[src/rtl/dma_sched.sv]
// dma_sched: round-robin scheduler sharing one DDR dma engine among NUM_REQ
// requesters. Latches the winner's direction/op/address, drives the dma
// enables, tracks dma side-band strobes for burst start/completion and returns
// a one-cycle done pulse to the winning requester.
//
// Optional feature macro: DMA_SCHED_WDOG_EN (watchdog on LAUNCH/WAIT, sets err).
//
// Ports:
//   clk, reset_n            clock, asynchronous active-low reset
//   calib_done              DDR calibrated; gates new grants
//   req/req_wr/req_block    per-requester request level, direction, op type
//   req_addr                flattened 30-bit start addresses, requester i at [30i+29:30i]
//   gnt, done, busy         one-hot grant / completion pulses, transaction busy
//   writes_en, reads_en     dma burst enables
//   op_type, start_addr     dma op descriptor, stable until next grant
//   dma_ib_re, dma_cmd_en,  dma side-band activity used to detect start and
//   dma_cmd_instr, dma_ob_we  completion of the burst
//   err                     sticky watchdog error (constant 0 without the feature)
module dma_sched #(
  parameter int unsigned NUM_REQ     = 3,
  parameter int unsigned BLOB_LEN    = 16,
  parameter int unsigned BLOCK_LEN   = 16,
  parameter int unsigned WDOG_CYCLES = 4096
) (
  input  logic                  clk,
  input  logic                  reset_n,
  input  logic                  calib_done,
  input  logic [NUM_REQ-1:0]    req,
  input  logic [NUM_REQ-1:0]    req_wr,
  input  logic [NUM_REQ-1:0]    req_block,
  input  logic [30*NUM_REQ-1:0] req_addr,
  output logic [NUM_REQ-1:0]    gnt,
  output logic [NUM_REQ-1:0]    done,
  output logic                  busy,
  output logic                  writes_en,
  output logic                  reads_en,
  output logic [2:0]            op_type,
  output logic [29:0]           start_addr,
  input  logic                  dma_ib_re,
  input  logic                  dma_cmd_en,
  input  logic [2:0]            dma_cmd_instr,
  input  logic                  dma_ob_we,
  output logic                  err
);

  localparam int unsigned AW     = 30;
  localparam int unsigned PW     = $clog2(NUM_REQ);
  localparam int unsigned MAXLEN = (BLOB_LEN > BLOCK_LEN) ? BLOB_LEN : BLOCK_LEN;
  localparam int unsigned CW     = $clog2(MAXLEN) + 1;
  localparam int unsigned WW     = $clog2(WDOG_CYCLES);

  localparam logic [2:0] INSTR_WR = 3'b000;
  localparam logic [2:0] INSTR_RD = 3'b001;

  // Elaboration-time parameter sanity check
  if (NUM_REQ < 2 || NUM_REQ > 8 || WDOG_CYCLES < 2) begin : g_bad_cfg
    $error("dma_sched: unsupported parameter set");
  end

  typedef enum logic [1:0] {
    S_IDLE   = 2'd0,
    S_LAUNCH = 2'd1,
    S_WAIT   = 2'd2
  } state_e;

  state_e               state_q, state_d;
  logic [PW-1:0]        rr_ptr_q, rr_ptr_d;
  logic                 wr_q, wr_d;
  logic [CW-1:0]        cnt_q, cnt_d;
  logic [NUM_REQ-1:0]   gnt_q, gnt_d;
  logic [NUM_REQ-1:0]   done_q, done_d;
  logic                 busy_q, busy_d;
  logic                 wen_q, wen_d;
  logic                 ren_q, ren_d;
  logic [2:0]           op_type_q, op_type_d;
  logic [AW-1:0]        start_addr_q, start_addr_d;

  logic [AW-1:0]        addr_arr [NUM_REQ];
  logic                 win_vld;
  logic [PW-1:0]        win_idx;
  logic [PW-1:0]        cand_idx;
  int                   cand;
  logic                 complete;
  logic [CW-1:0]        tgt_len;

`ifdef DMA_SCHED_WDOG_EN
  logic [WW-1:0]        wd_q, wd_d;
  logic                 err_q, err_d;
`endif

  // Unflatten the requester address bus
  always_comb begin : unpack_addr
    for (int i = 0; i < int'(NUM_REQ); i++) begin
      addr_arr[i] = req_addr[i*AW +: AW];
    end
  end

  // Round-robin search starting one past the last winner, with wrap
  always_comb begin : arb
    win_vld  = 1'b0;
    win_idx  = rr_ptr_q;
    cand     = 0;
    cand_idx = '0;
    for (int k = 1; k <= int'(NUM_REQ); k++) begin
      cand     = (int'(rr_ptr_q) + k) % int'(NUM_REQ);
      cand_idx = PW'(cand);
      if (!win_vld && req[cand_idx]) begin
        win_vld = 1'b1;
        win_idx = cand_idx;
      end
    end
  end

  // Next-state and registered-output logic
  always_comb begin : next_state
    state_d      = state_q;
    rr_ptr_d     = rr_ptr_q;
    wr_d         = wr_q;
    cnt_d        = cnt_q;
    gnt_d        = '0;
    done_d       = '0;
    busy_d       = busy_q;
    wen_d        = wen_q;
    ren_d        = ren_q;
    op_type_d    = op_type_q;
    start_addr_d = start_addr_q;
    complete     = 1'b0;
    tgt_len      = op_type_q[0] ? CW'(BLOCK_LEN) : CW'(BLOB_LEN);
`ifdef DMA_SCHED_WDOG_EN
    wd_d         = wd_q;
    err_d        = err_q;
`endif

    case (state_q)
      S_IDLE: begin
        if (calib_done && win_vld) begin
          state_d         = S_LAUNCH;
          rr_ptr_d        = win_idx;
          wr_d            = req_wr[win_idx];
          cnt_d           = '0;
          gnt_d[win_idx]  = 1'b1;
          busy_d          = 1'b1;
          wen_d           = req_wr[win_idx];
          ren_d           = !req_wr[win_idx];
          op_type_d       = {2'b00, req_block[win_idx]};
          start_addr_d    = addr_arr[win_idx];
`ifdef DMA_SCHED_WDOG_EN
          wd_d            = '0;
`endif
        end
      end

      // Enable drops on the start edge so the dma's sampling lag cannot relaunch
      S_LAUNCH: begin
        if (wr_q ? dma_ib_re : (dma_cmd_en && dma_cmd_instr == INSTR_RD)) begin
          wen_d   = 1'b0;
          ren_d   = 1'b0;
          state_d = S_WAIT;
        end
      end

      S_WAIT: begin
        if (wr_q) begin
          complete = dma_cmd_en && (dma_cmd_instr == INSTR_WR);
        end else if (dma_ob_we) begin
          cnt_d    = cnt_q + CW'(1);
          complete = (cnt_d == tgt_len);
        end
      end

      default: state_d = S_IDLE;
    endcase

    if (complete) begin
      done_d[rr_ptr_q] = 1'b1;
      busy_d           = 1'b0;
      state_d          = S_IDLE;
    end

`ifdef DMA_SCHED_WDOG_EN
    // Watchdog releases the requester and flags a stuck dma
    if (state_q != S_IDLE && !complete) begin
      wd_d = wd_q + WW'(1);
      if (wd_q == WW'(WDOG_CYCLES - 1)) begin
        state_d          = S_IDLE;
        wen_d            = 1'b0;
        ren_d            = 1'b0;
        err_d            = 1'b1;
        done_d[rr_ptr_q] = 1'b1;
        busy_d           = 1'b0;
      end
    end
`endif
  end

  // State and output registers
  always_ff @(posedge clk or negedge reset_n) begin : regs
    if (!reset_n) begin
      state_q      <= S_IDLE;
      rr_ptr_q     <= PW'(NUM_REQ - 1);
      wr_q         <= 1'b0;
      cnt_q        <= '0;
      gnt_q        <= '0;
      done_q       <= '0;
      busy_q       <= 1'b0;
      wen_q        <= 1'b0;
      ren_q        <= 1'b0;
      op_type_q    <= '0;
      start_addr_q <= '0;
`ifdef DMA_SCHED_WDOG_EN
      wd_q         <= '0;
      err_q        <= 1'b0;
`endif
    end else begin
      state_q      <= state_d;
      rr_ptr_q     <= rr_ptr_d;
      wr_q         <= wr_d;
      cnt_q        <= cnt_d;
      gnt_q        <= gnt_d;
      done_q       <= done_d;
      busy_q       <= busy_d;
      wen_q        <= wen_d;
      ren_q        <= ren_d;
      op_type_q    <= op_type_d;
      start_addr_q <= start_addr_d;
`ifdef DMA_SCHED_WDOG_EN
      wd_q         <= wd_d;
      err_q        <= err_d;
`endif
    end
  end

  assign gnt        = gnt_q;
  assign done       = done_q;
  assign busy       = busy_q;
  assign writes_en  = wen_q;
  assign reads_en   = ren_q;
  assign op_type    = op_type_q;
  assign start_addr = start_addr_q;

`ifdef DMA_SCHED_WDOG_EN
  assign err = err_q;
`else
  assign err = 1'b0;
`endif

endmodule

[config.mk]
export PLATFORM = sky130hd
export DESIGN_NAME = dma_sched
export DESIGN_NICKNAME = d
export VERILOG_FILES = /design/src/rtl/dma_sched.sv
export SDC_FILE = /design/constraint.sdc
export NUM_CORES = 1
export LEC_CHECK = 0
export ABC_AREA = 1
export CAP_MARGIN = 20
export CORE_MARGIN = 2
export CORE_UTILIZATION = 44
export CTS_CLUSTER_SIZE = 12
export DETAILED_ROUTE_END_ITERATION = 10
export PLACE_DENSITY = 0.82
export SLEW_MARGIN = 20
export SYNTH_ARGS = -nofsm -noshare
export SYNTH_HDL_FRONTEND = slang
export SYNTH_SLANG_ARGS = --single-unit
[constraint.sdc]
create_clock -name clk -period 3.1 [get_ports clk]
set_input_delay 0.62 -clock clk [delete_from_list [all_inputs] [get_ports clk]]
set_output_delay 0.62 -clock clk [all_outputs]
set_load 0.01 [all_outputs]
* Word-level counts from Yosys, hierarchy flattened *
Cells that the tools add are included.

operators by class
  equality and inequality tests = 11
  muxes and demuxes = 46
  add/subtract/negate cells = 4
  reduce and logical (&&, ||, !) cells = 21
  bitwise operators = 1
  order comparisons = 8
  divide/modulo/power cells = 3

operator list
  operator               number
  $mod 32x3->32 const B  3
  $bmux 30 s2            1
  $mux 30                2
  $mux 1                 20
  $lt 2x3->1 const B     5
  $mux 5                 3
  $mux 2                 6
  $bmux 1 s2             5
  $ne 2x2->1 const B     5
  $pmux 5 s2             1
  $mux 3                 3
  $reduce_bool 2->1      4
  $logic_and 1x1->1      7
  $add 2x2->3 const B    2
  $ne 3x3->1 const B     2
  $pmux 2 s3             1
  $reduce_and 3->1       2
  $add 5x1->5 const B    1
  $eq 5x5->1 const B     1
  $demux 1 s2            2
  $ge 2x1->1 const B     2
  $pmux 1 s2             2
  $reduce_and 2->1       2
  $reduce_and 4->1       1
  other kinds (9)        11

storage, ports and cells
  word-level logic and storage cells = 105
  bits of input ports = 108
  output and inout bits = 43
  register bits after elaboration = 50

* Logic depth before layout (Yosys ltp) *
  depth after elaboration = 17
  gate-level depth with buffers = 16
  depth with buffers taken out = 15

* Worst setup path before layout *
Ideal clock, no wire load.

  path kind = register -> register
  from = register rr_ptr_q[1]
  to = register op_type_q[0], in the netlist op_type[0]
  cell stages (with the launch flop) = 15
  data arrival time = 2.102 ns
  buffers on the path = 2
  slack = 0.876 ns
  period minus slack after synthesis = 2.224 ns
  setup time = 0.122 ns
  data required time = 2.978 ns
  path through = dfstp_2 -> inv_1 -> ha_1 -> buf_4 -> nand2_1 -> nand3_2 -> nand2_4 -> nand2_1 -> o21ai_1 -> inv_2 -> nand2_2 -> inv_2 -> buf_2 -> or2_0 -> a21boi_1

on the way
  cells in the longest elaborated chain, start to end = 13
  elaborated cells between the ends (all ways) = 26
  those cells by class = add/sub: 3; div: 3; mux: 14; reduce/logical: 6

ends and longest elaborated chain
  element                                                                  RTL line  source
  start, declared                                                          67        logic [PW-1:0] rr_ptr_q, rr_ptr_d;
  start signal, assigned                                                   200       rr_ptr_q <= PW'(NUM_REQ - 1);
  start signal, assigned                                                   216       rr_ptr_q <= rr_ptr_d;
  $add 2x1->3                                                              105       cand = (int'(rr_ptr_q) + k) % int'(NUM_REQ);
  $mod 32x3->32                                                            105
  $bmux 1 s2                                                               107       if (!win_vld && req[cand_idx]) begin
  $mux 1 (not written as such)                                             107
  $mux 1                                                                   107
  $logic_not 1->1                                                          107
  $logic_and 1x1->1                                                        107
  $mux 1                                                                   107
  $logic_not 1->1                                                          107
  $logic_and 1x1->1                                                        107
  $mux 2 / $mux 1 (equally long branches)                                  107
  $bmux 1 s2 / $logic_and 1x1->1 (equally long branches)                   145, 136
  $mux 1 (not written as such) / $reduce_and 2->1 (equally long branches)  -
  end signal, assigned                                                     224       op_type_q <= op_type_d;
  end, declared                                                            75        logic [2:0] op_type_q, op_type_d;

Several ways; a longest one is shown, not always the timed one. The select of a mux whose other input is x is not followed.
A chain may end at the register's enable or synchronous reset.

* Worst setup path after layout *
  from = register rr_ptr_q[1]
  to = register start_addr_q[6], in the netlist start_addr[6]

on the way
  cells in the longest elaborated chain, start to end = 15
  elaborated cells between the ends (all ways) = 28
  those cells by class = add/sub: 3; div: 3; mux: 15; bitwise: 1; reduce/logical: 6

ends and longest elaborated chain
  element                                      RTL line  source
  $add 2x1->3                                  105
  $mod 32x3->32                                105
  $bmux 1 s2                                   107
  $mux 1 (not written as such)                 107
  $mux 1                                       107
  $logic_not 1->1                              107
  $logic_and 1x1->1                            107
  $mux 1                                       107
  $logic_not 1->1                              107
  $logic_and 1x1->1                            107
  $mux 2                                       107
  $not 2->3 (not written as such)              146       start_addr_d = addr_arr[win_idx];
  $bmux 30 s2                                  146
  $mux 30 (not written as such) (2 in series)  146
  end signal, assigned                         225       start_addr_q <= start_addr_d;
  end, declared                                76        logic [AW-1:0] start_addr_q, start_addr_d;

Several ways; a longest one is shown, not always the timed one. The select of a mux whose other input is x is not followed.

==> summary.md <==
| Metric | Value |
|---|---|
| CTS tree | `done` |
| Root buf cell | `clkbuf_8` |
| Antenna cells | `0` |
| DRC errors left | `0` |
| Max Buffers Root-to-Sink | `2` |
| Chip Width | `94.7 um` |
| Crit path max fanout | `34` |
| Flops & latches, synth | `50` |
| Post-DP HPWL | `7770 um` |
| Worst slack, placed | `0.375 ns` |
| Async SR Flop Fraction | `1.00` |
| Worst Path Required | `3.30 ns` |
| Setup crit end kind | `flip-flop` |
| Max Fclk | `0.367 GHz` |
| IO Count | `151` |
| Pins Over Slew Limit | `0` |
| Final setup viols | `0` |
| H-tree Lvls | `2` |
| Number of flops mapped to enable cells by yosys | `0` |
| Crit path time final | `2.72 ns` |
| Synth unique cells | `30` |
| CP max-delay cell | `dfstp_2` |
| Area growth syn-to-layout | `44.6%` |
| GR Util met3 | `0.0407` |
| Crit Path Class | `flip-flop to flip-flop` |
| Max-Cap Viols | `0` |
| Seq/Total Area, Yosys | `0.346` |
| Post-Synthesis Cells | `537` |
| Crit path largest cell delay | `0.56 ns` |
| Met2 usage | `0.398` |
| Pwr dens | `1110 mW/mm2` |
| Commonest cells after routing, fill and taps aside | `clkdlybuf4s50_1, nand2_1, nand3_1, nor2_1, inv_1` |
| Critical Path Source Type | `flip-flop` |
| Gr ovfl total | `0` |
| Main synth FF type | `dfrtp_1` |
| First drt pass iteration count | `5` |
| Initial core utilization | `0.448` |
| PortBufs | `147` |
| Clock Pin Slew Worst Setup and Hold Paths | `0.10 ns` |
| CTS Buf Count | `5` |
| Final Util | `0.647` |
| Leak pwr | `0.00260 uW` |
| # hold bufs at CTS | `0` |
| Vias per cell | `4.94` |
| Power consumption | `5830 uW` |
| RePlAce Congestion | `0.948` |
| Commonest non-fill, non-tap cell in the layout | `clkdlybuf4s50_1` |
| Setup ws final | `0.377 ns` |
| Max VDD drop | `0.528 mV` |
| Status | `finished clean` |
| Largest area contributor in the netlist | `dfrtp_1` |
| Buffer count from post-CTS setup fixing | `0` |
| Avg Cell Area, Syn | `6.75 um2` |
| Clk Latency, worst-skew pair | `0.30 ns` |
| Syn Std Cell Area | `0.00362 mm2` |
| Total GRT Usage | `0.237` |
| Final hold vios | `0` |
| Fill count | `714` |
| Slew headroom | `0.574` |
| Die height | `94.7 um` |
| Period utilization | `0.878` |
| Vias in the first global route | `3718` |
| Hold WC Path Type | `input pin to async pin` |
| Layout Nets | `790` |
| Initial antenna violation count | `0` |
| Met1 usage | `0.310` |
| Core Area | `0.00809 mm2` |
| Post-Route Setup TNS | `0 ns` |
| Worst Tran Pin Value | `0.639 ns` |
| First-pass GRT wire length | `17000 um` |
| Number of core rows | `33` |
| Total Wirelength | `10400 um` |
| Initial DRC count | `144` |
| GR peak layer | `met2` |
| Remaining antenna violation count | `0` |
| CP cell instances | `inv_1 -> ha_1 -> inv_2 -> nand2_1 -> nand3_2 -> nand2_4 -> nand3_1 -> nand3_1 -> nand2_2 -> nand2_2 -> buf_4 -> nor2_1 -> nor2_1 -> a21boi_1` |
| Synth warnings | `0` |
| Drt wl/cell | `13.3 um` |
| Crit path DAT | `2.92 ns` |
| Layout cell share with drive strength beyond 1 | `0.0636` |
| Clk sinks | `50` |
| Die ar. | `0.00897 mm2` |
| Area share of the largest cell type after synthesis | `0.339` |
| Largest net degree at the start of global routing | `51` |
| Clock skew | `0.0146 ns` |
| Resize count post-CTS | `0` |
| Top post-synthesis cells by area | `dfrtp_1, nand3_1, nand2_1` |
| Vias | `3859` |
| RSZ-0062 raised after global routing | `false` |
-- cell type report --
class / count / area (um2) / area share
inverters: 85 / 319 / 0.0609
flip-flops and latches: 50 / 1250 / 0.239
clock buffers: 7 / 76.3 / 0.0146
multi-input cells: 375 / 1870 / 0.356
repair buffers: 158 / 1560 / 0.298
clock inverters: 1 / 30.0 / 0.00573
well taps: 105 / 131 / 0.0251
-- stage by stage --
stage	instances	hold slack, ns	area, um2
2_1_floorplan	539	0.324	3630
3_3_place_gp	773	0.468	5130
3_5_place_dp	773	0.484	5130
4_1_cts	781	0.443	5240
5_1_grt	781	0.468	5240
6_report	781	0.406	5240
-- synth_stat cells, types with 3 or more instances --
cell and n:
buf_4 9, or2_0 24, nand3_1 86, nor3_1 4, inv_1 77, buf_6 5
clkbuf_1 6, o21ai_0 5, nor2_1 78, dfrtp_1 49, ha_1 7, a21boi_1 29
inv_2 8, or2_2 5, xor2_1 3, buf_2 9, nand2_2 6, nand2_1 110
-- per-layer routing --
| layer | up-vias | wire length (um) |
|---|---|---|
| met5 | - | 0 |
| met4 | 0 | 127 |
| met3 | 13 | 803 |
| met2 | 166 | 5030 |
| met1 | 1759 | 4420 |
| li1 | 1921 | - |
-- cells by family (layout without fill, tap and decap cells) --
group,Yosys count,after routing,share of synthesized area
buf+inv,114,251,0.141
other cells,1,3,0.00104
simple gates,321,321,0.402
fa+ha+maj,7,7,0.0242
compound gates,41,41,0.0791
flops,50,50,0.346
xor+xnor,3,3,0.00726
-- power by group --
| part | switching [uW] | internal (uW) | leakage [uW] |
|---|---|---|---|
| clock network | 213 | 242 | 0.0000524 |
| registers | 172 | 949 | 0.000596 |
| logic | 2530 | 1720 | 0.00195 |
| total | 2920 | 2910 | 0.00260 |
-- critical path, delay by kind of cell (launching register included) --
family	cells	cell delay, ns
AND/OR/NAND/NOR	9	1.02
flip-flops	1	0.56
buffers and inverters	3	0.48
adder cells (fa/ha/maj)	1	0.46
AO/OA/AOI/OAI	1	0.08
-- final timing paths --
path	start	endpoint	slack (ns)	cells past startpoint
max	rr_ptr_q[1]	start_addr[6]	0.38	14
min reg2reg	wr_q	wr_q	0.50	2
max in group asynchronous	reset_n	cnt_q[4]	2.25	2
max reg2reg	rr_ptr_q[1]	start_addr[6]	0.38	14
min in group clk	wr_q	wr_q	0.50	2
min	reset_n	start_addr[3]	0.41	2
-- flip-flops by register name, summed over array words and instances (netlist names), 2 cells and up --
name and cells:
start_addr 30, gnt 3, rr_ptr_q 2, state_q 2, cnt_q 5, done 3
(Power assumes the default switching activity.)
==> RTL edit 1, RTL diff (same settings) <==
The option `DMA_SCHED_WDOG_EN` is turned on by a define.
--- a/src/rtl/dma_sched.sv
+++ b/src/rtl/dma_sched.sv
@@ -16,6 +16,8 @@
 //   dma_ib_re, dma_cmd_en,  dma side-band activity used to detect start and
 //   dma_cmd_instr, dma_ob_we  completion of the burst
 //   err                     sticky watchdog error (constant 0 without the feature)
+`define DMA_SCHED_WDOG_EN
+
 module dma_sched #(
   parameter int unsigned NUM_REQ     = 3,
   parameter int unsigned BLOB_LEN    = 16,
Check against the original RTL: same outputs for any inputs over 4 cycles, from zero or initial values and one cycle with reset_n low; that may be too few to reach the edited logic, so the function may still have changed.
==> RTL edit 1 against the original RTL <==
Synthesized area fell by 2.8%; global-route usage rose by 0.090 points; power fell by 12%; sequential cell count rose by 13; cell area rose by 0.57%; routed wire length fell by 2.5%; worst setup slack got worse by 0.11 ns; count of clock-buffer cells in the layout rose by 6; utilization rose by 3.4 points; largest power group unchanged; highest routed layer unchanged.
==> RTL edit 1: results (changes against the original RTL) <==
| Metric | Value | Unit | Change |
|---|---|---|---|
| Vias per cell | 5.25 | - | was 4.94 |
| Register area | 1580 | µm² | was 1250 µm² |
| Biggest area contributors in the synthesized netlist | sky130_fd_sc_hd__dfrtp_1 (44%), sky130_fd_sc_hd__nand2_1 (13%), sky130_fd_sc_hd__nand3_1 (9.8%) | - | was sky130_fd_sc_hd__dfrtp_1 (34%), sky130_fd_sc_hd__nand3_1 (12%), sky130_fd_sc_hd__nand2_1 (11%) |
| Result of the run | finished clean | - | unchanged |
| R2R Path End | start_addr[27] | - | was start_addr[6] |
| Non-clock buffer contribution to total cell area | 29.4 | % | was 29.8% |
| Final clock-cell share | 3.49 | % | was 2.03% |
| Skew final | 0.0104 | ns | was 0.0146 ns |
| Gpl congestion | 0.961 | - | was 0.948 |
| # H-tree levels | 3 | - | was 2 |
| Unique cell type count in the Yosys netlist | 38 | - | was 30 |
| Area after detailed placement | 5080 | µm² | was 5130 µm² |
| Insertion delay to the later sink of the worst-skew pair | 0.33 | ns | was 0.30 ns |
| Number of ordinary inverters in the final layout | 43 | - | was 85 |
| Pin count of the biggest net entering global routing | 39 | - | was 51 |
| Adder-cell share of the synthesized area | 2.84 | % | was 2.42% |
| Worst VDD drop | 0.538 | mV | was 0.528 mV |
| Share of the final layout cell area in multi-input gates | 31.7 | % | was 35.6% |
| Sequential area share after synthesis | 44.8 | % | was 34.6% |
| Die W | 93.5 | µm | was 94.7 µm |
| Fraction of final layout cells with drive strength greater than 1 | 6.88 | % | was 6.36% |
| Biggest fanout along the worst timing path | 27 | - | was 34 |
| R2r worst-path depth | 15 | - | was 14 |
| First-pass GRT wire length | 16400 | µm | was 17000 µm |
| Initial drt markers | 233 | - | was 144 |
| Post-detailed-route wirelength per cell | 14.5 | µm | was 13.3 µm |
| Instance count of the mapped netlist | 444 | - | was 537 |
| Reg-to-reg slack, setup | 0.27 | ns | was 0.38 ns |
| Total half-perimeter wirelength after legalization and detailed placement | 7980 | µm | was 7770 µm |
| Xor and xnor fraction of the mapped netlist area | 1.99 | % | was 0.725% |
| Port buffer count | 148 | - | was 147 |
| Highest Clock Rate | 353 | MHz | was 367 MHz |
| Cell total after placement | 683 | - | was 773 |
| Total number of clock tree sinks | 63 | - | was 50 |
| Clock transition at the registers of the reported paths | 0.07 | ns | was 0.10 ns |
| Total Routing Usage GR | 23.7 | % | about the same |
| Wire length reported by the detailed router | 10100 | µm | was 10400 µm |
| Area growth from synthesis to final layout | 49.6 | % | was 44.6% |
==> RTL edit 1: cell types whose count changed after synthesis, moves of 11 or more <==
cell                       unedited run  this run
sky130_fd_sc_hd__dfrtp_1             49        62
sky130_fd_sc_hd__o21ai_0              5        20
sky130_fd_sc_hd__nor2_1              78        14
sky130_fd_sc_hd__a21boi_1            29         0
sky130_fd_sc_hd__nand2_1            110       121
sky130_fd_sc_hd__inv_1               77        36
sky130_fd_sc_hd__nand4_1              2        22
sky130_fd_sc_hd__or2_0               24         0
sky130_fd_sc_hd__nand3_1             86        69
==> RTL edit 1: report_power, final <==
group	leakage, nW	internal [mW]	switching [mW]	total [mW]
clock	0.0878	0.352	0.306	0.658
combinational	1.41	1.25	1.84	3.09
sequential	0.797	1.16	0.210	1.37
total	2.30	2.76	2.36	5.12
==> RTL edit 1: layer usage <==
metal	vias to the layer above	global-route usage, %	routed length (µm)
li1	1780	-	-
met1	1707	30.7	4040
met2	154	39.2	5080
met3	21	6.04	790
met4	0	7.35	206
met5	-	0	0
==> RTL edit 2, RTL diff (same flow settings) <==
Made on the original files. The 3 states of `state_e` get a one-hot encoding in 3 bits.
--- a/src/rtl/dma_sched.sv
+++ b/src/rtl/dma_sched.sv
@@ -57,10 +57,10 @@
     $error("dma_sched: unsupported parameter set");
   end
 
-  typedef enum logic [1:0] {
-    S_IDLE   = 2'd0,
-    S_LAUNCH = 2'd1,
-    S_WAIT   = 2'd2
+  typedef enum logic [2:0] {
+    S_IDLE   = 3'b001,
+    S_LAUNCH = 3'b010,
+    S_WAIT   = 3'b100
   } state_e;
 
   state_e               state_q, state_d;
Function: same outputs for any inputs over 4 cycles, from zero or initial values and one cycle with reset_n low; so few cycles prove little.
==> RTL edit 2 against the original RTL <==
Routed wire length shrank 0.93%; die area is 2.5% higher; clock skew shrank 0.0093 ns; first-iteration DRC count rose by 65%; cell area is 0.76% higher; synthesized area grew 2.7%; utilization shrank 0.49 points; hold slack got worse by 0.065 ns; power rose by 11%; critical path type unchanged; sequential share of layout area rose by 0.32 points; worst setup slack better by 0.0016 ns; sequential cell count grew 1.
==> RTL edit 2: results (changes against the original RTL) <==
| Metric | Value | Unit | Change |
|---|---|---|---|
| Warnings, synthesis | 0 | - | unchanged |
| Worst r2r src | rr_ptr_q[1] | - | unchanged |
| Post-detailed-route wirelength per cell | 12.8 | µm | was 13.3 µm |
| Fraction of final layout cells with drive strength greater than 1 | 10.9 | % | was 6.36% |
| Reg-to-reg slack, setup | 0.38 | ns |  |
| Post-synth top cells | sky130_fd_sc_hd__nor2_1 (123), sky130_fd_sc_hd__nand2_1 (101), sky130_fd_sc_hd__nand3_1 (93), sky130_fd_sc_hd__inv_1 (81), sky130_fd_sc_hd__dfrtp_1 (49) | - | was sky130_fd_sc_hd__nand2_1 (110), sky130_fd_sc_hd__nand3_1 (86), sky130_fd_sc_hd__nor2_1 (78), sky130_fd_sc_hd__inv_1 (77), sky130_fd_sc_hd__dfrtp_1 (49) |
| Met1 layer usage reported by global route | 29.4 | % | was 31.0% |
| Total half-perimeter wirelength after legalization and detailed placement | 7630 | µm | was 7770 µm |
| Critical Path Sink | wr_q | - | was start_addr[6] |
| Biggest area contributors in the synthesized netlist | sky130_fd_sc_hd__dfrtp_1 (33%), sky130_fd_sc_hd__nand3_1 (13%), sky130_fd_sc_hd__nor2_1 (12%) | - | was sky130_fd_sc_hd__dfrtp_1 (34%), sky130_fd_sc_hd__nand3_1 (12%), sky130_fd_sc_hd__nand2_1 (11%) |
| Biggest fanout along the worst timing path | 33 | - | was 34 |
| Bufs on Longest Clock Path | 2 | - | unchanged |
| Unique cell type count in the Yosys netlist | 32 | - | was 30 |
| Worst Max-Slew Pin Slew | 0.652 | ns | was 0.639 ns |
| GRT met3 Usage | 3.60 | % | was 4.07% |
| Initial drt markers | 238 | - | was 144 |
| Result of the run | finished clean | - | unchanged |
| Met2 demand-to-capacity share in global routing | 39.0 | % | was 39.8% |
| CP Buf/Inv Count | 3 | - | unchanged |
| Sequential area share after synthesis | 34.4 | % | was 34.6% |
| Area after detailed placement | 5170 | µm² | was 5130 µm² |
| Family of cells with the greatest summed delay on the critical path | simple AND/OR/NAND/NOR gates | - | unchanged |
| Delay of the slowest cell on the worst path | 0.55 | ns |  |
| Fraction of registers with async set or reset after synthesis | 100 | % | unchanged |
| Worst hold slack | 0.340 | ns | was 0.406 ns |
| Number of gates resized after CTS | 0 | - | unchanged |
| Skew final | 0.00530 | ns | was 0.0146 ns |
| Net count, final | 811 | - | was 790 |
| Total of fill cells in the finished design | 734 | - | was 714 |
| Pin count of the biggest net entering global routing | 37 | - | was 51 |
| Worst VDD drop | 0.934 | mV | was 0.528 mV |
| Arrival time of the worst setup path | 2.96 | ns | was 2.92 ns |
| First-pass GRT wire length | 16600 | µm | was 17000 µm |
| Leakage power figure | 2.67 | nW | was 2.60 nW |
| Via count of the first global-routing pass | 3634 | - | was 3718 |
| Root buffer cell | sky130_fd_sc_hd__clkbuf_8 | - | unchanged |
| Total number of vias | 3935 | - | was 3859 |
| Max stage delay cell, worst path | sky130_fd_sc_hd__dfstp_2 | - | unchanged |
| Gpl congestion | 0.892 | - | was 0.948 |
| Total Routing Usage GR | 22.8 | % | was 23.7% |
==> RTL edit 2: kinds of logic (layout without fill, tap and decap cells) <==
logic type | after synthesis | in the layout | share of synthesized area (%)
simple gates | 374 | 374 | 46.0
buf+inv | 116 | 250 | 14.7
flops | 51 | 51 | 34.4
compound gates | 13 | 13 | 2.36
fa+ha+maj | 5 | 5 | 1.68
xor+xnor | 3 | 3 | 0.707
other cells | 1 | 3 | 0.101
==> RTL edit 2: final cells by class <==
type | instances | area (µm²) | share of cell area (%)
sequential | 51 | 1280 | 24.2
multi-input combinational | 398 | 1900 | 36.1
clock buffer | 7 | 76.3 | 1.45
clock inverter | 1 | 30.0 | 0.569
inverter | 86 | 323 | 6.12
tap | 105 | 131 | 2.49
timing repair buffer | 156 | 1530 | 29.1
==> RTL edit 2: per-stage QoR <==
step           utilization (%)  cells  worst slack, ns
2_1_floorplan                -    565            0.905
3_3_place_gp              62.9    796            0.446
3_5_place_dp              62.9    796            0.323
4_1_cts                   64.2    804            0.402
5_1_grt                   64.2    804           0.0926
6_report                  64.2    804            0.379
==> RTL edit 2: worst min-delay path by stage <==
stage                  from        endpoint  depth (start not counted)
floorplan           reset_n            busy                          0
CTS                 reset_n  start_addr[29]                          1
detailed placement     busy            busy                          1
global route        reset_n  start_addr[27]                          1
global placement       busy            busy                          1
finish              reset_n  start_addr[27]                          1
==> RTL edit 2: power by group <==
| part | internal [mW] | switching (mW) | total (mW) |
|---|---|---|---|
| clock network | 0.242 | 0.215 | 0.457 |
| logic | 1.89 | 3.06 | 4.94 |
| registers | 0.954 | 0.145 | 1.10 |
| total | 3.08 | 3.42 | 6.50 |
==> RTL edit 2: routing by layer <==
metal  wire length [µm]  vias up
met4                153        0
li1                   -     1969
met1               4310     1771
met5                  0        -
met2               5030      178
met3                784       17
